[config.mk]
export PLATFORM = sky130hd
export DESIGN_NAME = pulse_distributor
export DESIGN_NICKNAME = d
export VERILOG_FILES = /design/src/rtl/pulse_distributor.sv
export SDC_FILE = /design/constraint.sdc
export NUM_CORES = 1
export LEC_CHECK = 0
export BUFFER_PORTS_ARGS = -buffer_cell sky130_fd_sc_hd__buf_2
export CAP_MARGIN = 20
export CORE_AREA = 2 2 77 57
export CTS_CLUSTER_SIZE = 28
export DETAILED_ROUTE_END_ITERATION = 10
export DIE_AREA = 0 0 79 59
export GPL_TIMING_DRIVEN = 1
export HOLD_SLACK_MARGIN = 0.05
export PLACE_DENSITY = 0.76
export SETUP_SLACK_MARGIN = 0.3
export SLEW_MARGIN = 0
export SYNTH_ARGS = -nofsm -noshare
export SYNTH_HDL_FRONTEND = slang
export SYNTH_SLANG_ARGS = --single-unit
[constraint.sdc]
create_clock -name clk -period 2.85 [get_ports clk]
set_clock_uncertainty 0.2 [all_clocks]
set_input_delay 0.285 -clock clk [delete_from_list [all_inputs] [get_ports clk]]
set_output_delay 0.285 -clock clk [all_outputs]
set_load 0.005 [all_outputs]
[src/rtl/pulse_distributor.sv]
// Splits one synchronous pulse stream across two outputs with per-output pending buffers and pulse spacing.
// Optional trace messages on sep_err and drop events when PULSE_DISTRIBUTOR_TRACE_EN is defined.
module pulse_distributor #(
    parameter int T_SEP  = 10,
    parameter int T_IN   = 4,
    parameter int DEPTH  = 4,
    parameter int DROP_W = 8
) (
    input  logic              clk,
    input  logic              rst_n,
    input  logic              in,
    input  logic [1:0]        mode,
    input  logic              clr,
    output logic              out1,
    output logic              out2,
    output logic              busy,
    output logic              sep_err,
    output logic              ovf,
    output logic [DROP_W-1:0] drop_cnt
);

    localparam int TW = $clog2(T_SEP);
    localparam int SW = $clog2(T_IN + 1);
    localparam logic [3:0]    DEPTH_C = 4'(DEPTH);
    localparam logic [TW-1:0] TMR_RELOAD = TW'(T_SEP - 1);
    localparam logic [SW-1:0] TIN_C = SW'(T_IN);

    function automatic logic [DROP_W-1:0] sat_add(input logic [DROP_W-1:0] a,
                                                  input logic [1:0] b);
        logic [DROP_W:0] s;
        s = {1'b0, a} + (DROP_W + 1)'(b);
        return s[DROP_W] ? {DROP_W{1'b1}} : s[DROP_W-1:0];
    endfunction

    logic          in_q;
    logic          ptr;
    logic [3:0]    pend    [2];
    logic [3:0]    pend_nx [2];
    logic [TW-1:0] tmr     [2];
    logic [SW-1:0] sp_cnt;
    logic [1:0]    out_q;
    logic          edge_det;
    logic          sep_ev;
    logic [1:0]    push;
    logic [1:0]    iss;
    logic [1:0]    drop;
    logic [1:0]    n_drop;

    always_comb begin
        edge_det = in & ~in_q;
        sep_ev   = edge_det && (sp_cnt < TIN_C);
        push[0]  = edge_det && ((mode == 2'd0) ? ~ptr : (mode == 2'd1 || mode == 2'd3));
        push[1]  = edge_det && ((mode == 2'd0) ?  ptr : (mode == 2'd2 || mode == 2'd3));
        // An issue on the same edge frees a slot, so a full buffer still accepts the push.
        for (int i = 0; i < 2; i++) begin
            iss[i]     = (pend[i] != 4'd0) && (tmr[i] == '0);
            drop[i]    = push[i] && (pend[i] == DEPTH_C) && !iss[i];
            pend_nx[i] = pend[i];
            if (push[i] && !drop[i]) pend_nx[i] = pend_nx[i] + 4'd1;
            if (iss[i])              pend_nx[i] = pend_nx[i] - 4'd1;
        end
        n_drop = {1'b0, drop[0]} + {1'b0, drop[1]};
    end

    always_ff @(posedge clk or negedge rst_n) begin
        if (!rst_n) begin
            in_q     <= 1'b0;
            ptr      <= 1'b0;
            sp_cnt   <= TIN_C;
            out_q    <= 2'b00;
            busy     <= 1'b0;
            sep_err  <= 1'b0;
            ovf      <= 1'b0;
            drop_cnt <= '0;
            for (int i = 0; i < 2; i++) begin
                pend[i] <= 4'd0;
                tmr[i]  <= '0;
            end
        end else begin
            in_q <= in;
            if (edge_det && mode == 2'd0) ptr <= ~ptr;
            if (edge_det)             sp_cnt <= '0;
            else if (sp_cnt < TIN_C)  sp_cnt <= sp_cnt + 1'b1;
            for (int i = 0; i < 2; i++) begin
                pend[i]  <= pend_nx[i];
                out_q[i] <= iss[i];
                if (iss[i])              tmr[i] <= TMR_RELOAD;
                else if (tmr[i] != '0)   tmr[i] <= tmr[i] - 1'b1;
            end
            busy <= (pend_nx[0] != 4'd0) || (pend_nx[1] != 4'd0);
            if (clr) begin
                sep_err  <= 1'b0;
                ovf      <= 1'b0;
                drop_cnt <= '0;
            end else begin
                if (sep_ev)      sep_err  <= 1'b1;
                if (|drop)       ovf      <= 1'b1;
                drop_cnt <= sat_add(drop_cnt, n_drop);
            end
        end
    end

    assign out1 = out_q[0];
    assign out2 = out_q[1];

`ifdef PULSE_DISTRIBUTOR_TRACE_EN
    always @(posedge clk) begin
        if (rst_n) begin
            if (sep_ev)
                $display("%m t=%0t sep_err out%0d pend1=%0d pend2=%0d",
                         $time, push[1] ? 2 : 1, pend[0], pend[1]);
            for (int i = 0; i < 2; i++)
                if (drop[i])
                    $display("%m t=%0t drop out%0d pend=%0d", $time, i + 1, pend[i]);
        end
    end
`else
`endif

endmodule

==> flow_metrics.tcl <==
set metrics [dict create \
    grt_use_met2 0.2797 \
    maxCapViolCount 0 \
    regToRegSetupSlack_ns 0.21 \
    core_area_mm2 0.003851 \
    clk_path_buf_depth 2 \
    required_ns 2.81 \
    netlist_area_mm2 0.001878 \
    io_pins 19 \
    hold_slack_ns 0.07377 \
    syn-num-nets 197 \
    synth_seq_cells 34 \
    wire_per_inst_um 14.05 \
    cts_tree "built" \
    numCtsBuffers 5 \
    leakage_nw 1.053 \
    n_antenna_cell 0 \
    synthCells 180 \
    drtPass1Iterations 4 \
    yosysTopAreaCell "dfrtp_1" \
    place_area_mm2 0.002057 \
    vias 1421 \
    synth_area_leaders "dfrtp_1, ha_1, mux2i_1, xnor2_1, xor2_1" \
    die_y_um 59 \
    period_share 0.9281 \
    finalWirelength_mm 3.851 \
    power.density_mw_per_mm2 898.7 \
    path_clk_slew_ns 0.07 \
    top_usage_layer "met2" \
    reg2reg_depth 10 \
    synth_edf_count 0 \
    timing.rr.start "pend[1]" \
    finalSetupTns_ns 0 \
    ant_nets 0 \
    reg2reg_to "busy" \
    hold_viol_final 0 \
    final_cell_mix "dfrtp_1, buf_2, nor2_1" \
    avgSynthCellArea_um2 10.43 \
    gp_congestion 0.8707 \
    final_common_cell "dfrtp_1" \
    crit_fanout 3 \
    synth_top_area_frac 0.4397 \
    final_layout_size_suffix_gt1_frac 0.3063 \
    grt_use_met1 0.2374 \
    max_freq_mhz 378.1 \
    min_path_type "input port to flip-flop" \
    end_kind "flip-flop" \
    dp_hpwl_mm 2.611 \
    worstSetupStartpointType "flip-flop" \
    synth_cell_types 44 \
    rows 19 \
    worstMarginPinSlew_ns 0.7593 \
    port_buffers 18 \
    grt_max_degree 35 \
    grt_antenna_before_repair 0 \
    period_minus_slack_ns 2.645 \
    post-route-drc-count 0 \
    area_growth_pct 24.92 \
    use_met3 0.04421 \
    gr-total-overflow 0 \
    viasPerCell 5.186 \
    slew_headroom 0.4938 \
    start_util 0.4877 \
    grt_pass1_vias 1436 \
    crit_end "busy" \
    seq_area_frac_synth 0.4537 \
    htree_levels 2 \
    rsz0062_at_grt "true" \
    drt-initial-drc-count 32 \
    clkLatencyLatePin_ns 0.29 \
    grtUsageTotal 0.1803 \
    dominantRegCellSynth "dfrtp_1" \
    nNetsFinal 238 \
    synthArstFlopShare 1.000 \
    ir_drop_mv 0.5673 \
    drv_slew 0 \
    yosysWarnings 0 \
    cts-root-buf "clkbuf_8" \
    status "complete, no violations" \
    dieWidth_um 79 \
    die_area_mm2 0.004661 \
    path_class "flip-flop to flip-flop" \
    setup_viol 0 \
    clock_sinks 34 \
    design_area_mm2 0.002346 \
    crit_start "pend[1]" \
    arrival_ns 2.60 \
    grt_pass1_wl_mm 6.382 \
]
-- area by class of cell --
type                       count  area (µm²)
multi-input combinational    128        1041
tap                           52       65.06
timing repair buffer          37       241.5
inverter                      15       56.30
clock buffer                   8       90.09
fill                         325        1505
sequential                    34       852.1
-- per-stage QoR --
| stage | power (mW) | util | instances | setup slack (ns) |
|---|---|---|---|---|
| final | 2.108 | 0.6092 | 274 | 0.2050 |
| after global routing | 2.284 | 0.6092 | 274 | 0.05315 |
| after CTS | 2.023 | 0.5893 | 270 | 0.2111 |
| after detailed placement | 1.580 | 0.5341 | 249 | 0.01477 |
| after global placement | 1.542 | 0.5341 | 249 | 0.03124 |
| after floorplan | 1.385 | - | 180 | 0.2203 |
-- timing repair --
item / in CTS / in global routing
endpoints found under the setup margin: 9 / 10
resized for setup: 5 / 11
hold buffers: 2 / 0
endpoints found under the hold margin: 34 / 0
setup buffers: 11 / 4
pin swaps: 7 / 6
-- state kept, by name (all words and copies together) (netlist names) --
signal	count
out_q	2
busy	1
ptr	1
tmr	8
drop_cnt	8
pend	8
sp_cnt	3
ovf	1
in_q	1
sep_err	1
-- synthesized netlist by cell type, drive strengths merged (3+ instances only) --
library cell and instances:
dfrtp 33, nor2 18, inv 15, nand3 12, ha 10, a21oi 9
mux2i 9, nand2 8, xnor2 8, xor2 8, o21ai 6, nor3b 5
a31oi 4, buf 3, nand3b 3, nor2b 3, nor3 3
-- power by group --
group	switching [mW]	internal [mW]
clock	0.176	0.197
sequential	0.158	0.648
combinational	0.455	0.474
total	0.790	1.32
-- kinds of logic (layout without fill, tap and decap cells) --
logic type / count (synthesis) / after routing / synth area share
buffers and inverters: 18 / 60 / 0.03730
AO/OA/AOI/OAI: 28 / 28 / 0.1019
AND/OR/NAND/NOR: 63 / 63 / 0.1952
flip-flops: 34 / 34 / 0.4537
adder cells (fa/ha/maj): 11 / 11 / 0.07728
multiplexers: 10 / 10 / 0.05996
XOR/XNOR: 16 / 16 / 0.07462
-- routing by layer --
| layer | up-vias | part of all wire |
|---|---|---|
| met1 | 675 | 0.49 |
| li1 | 708 | - |
| met5 | - | 0 |
| met3 | 8 | 0.044 |
| met2 | 30 | 0.45 |
| met4 | 0 | 0.018 |
-- how the worst min path moves through the flow --
stage / slack [ns] / end / cells past startpoint / start
finish: 0.07 / drop_cnt[4] / 2 / clr
global route: 0.09 / drop_cnt[4] / 2 / clr
CTS: 0.08 / drop_cnt[2] / 2 / clr
detailed placement: 0.20 / out_q[0] / 1 / rst_n
global placement: 0.19 / out_q[0] / 1 / rst_n
floorplan: -0.21 / busy / 0 / rst_n
-- worst max-delay path: stages, from the launching register on --
cell and delay, ns:
dfrtp_1 0.40, inv_2 0.09, ha_4 0.12, nand3b_1 0.14, o221ai_4 0.31, mux2i_2 0.28
ha_1 0.19, nand2_1 0.07, mux4_2 0.48, nor3_2 0.12, nand4bb_1 0.12
No activity file was read; power rests on OpenSTA's default activity.
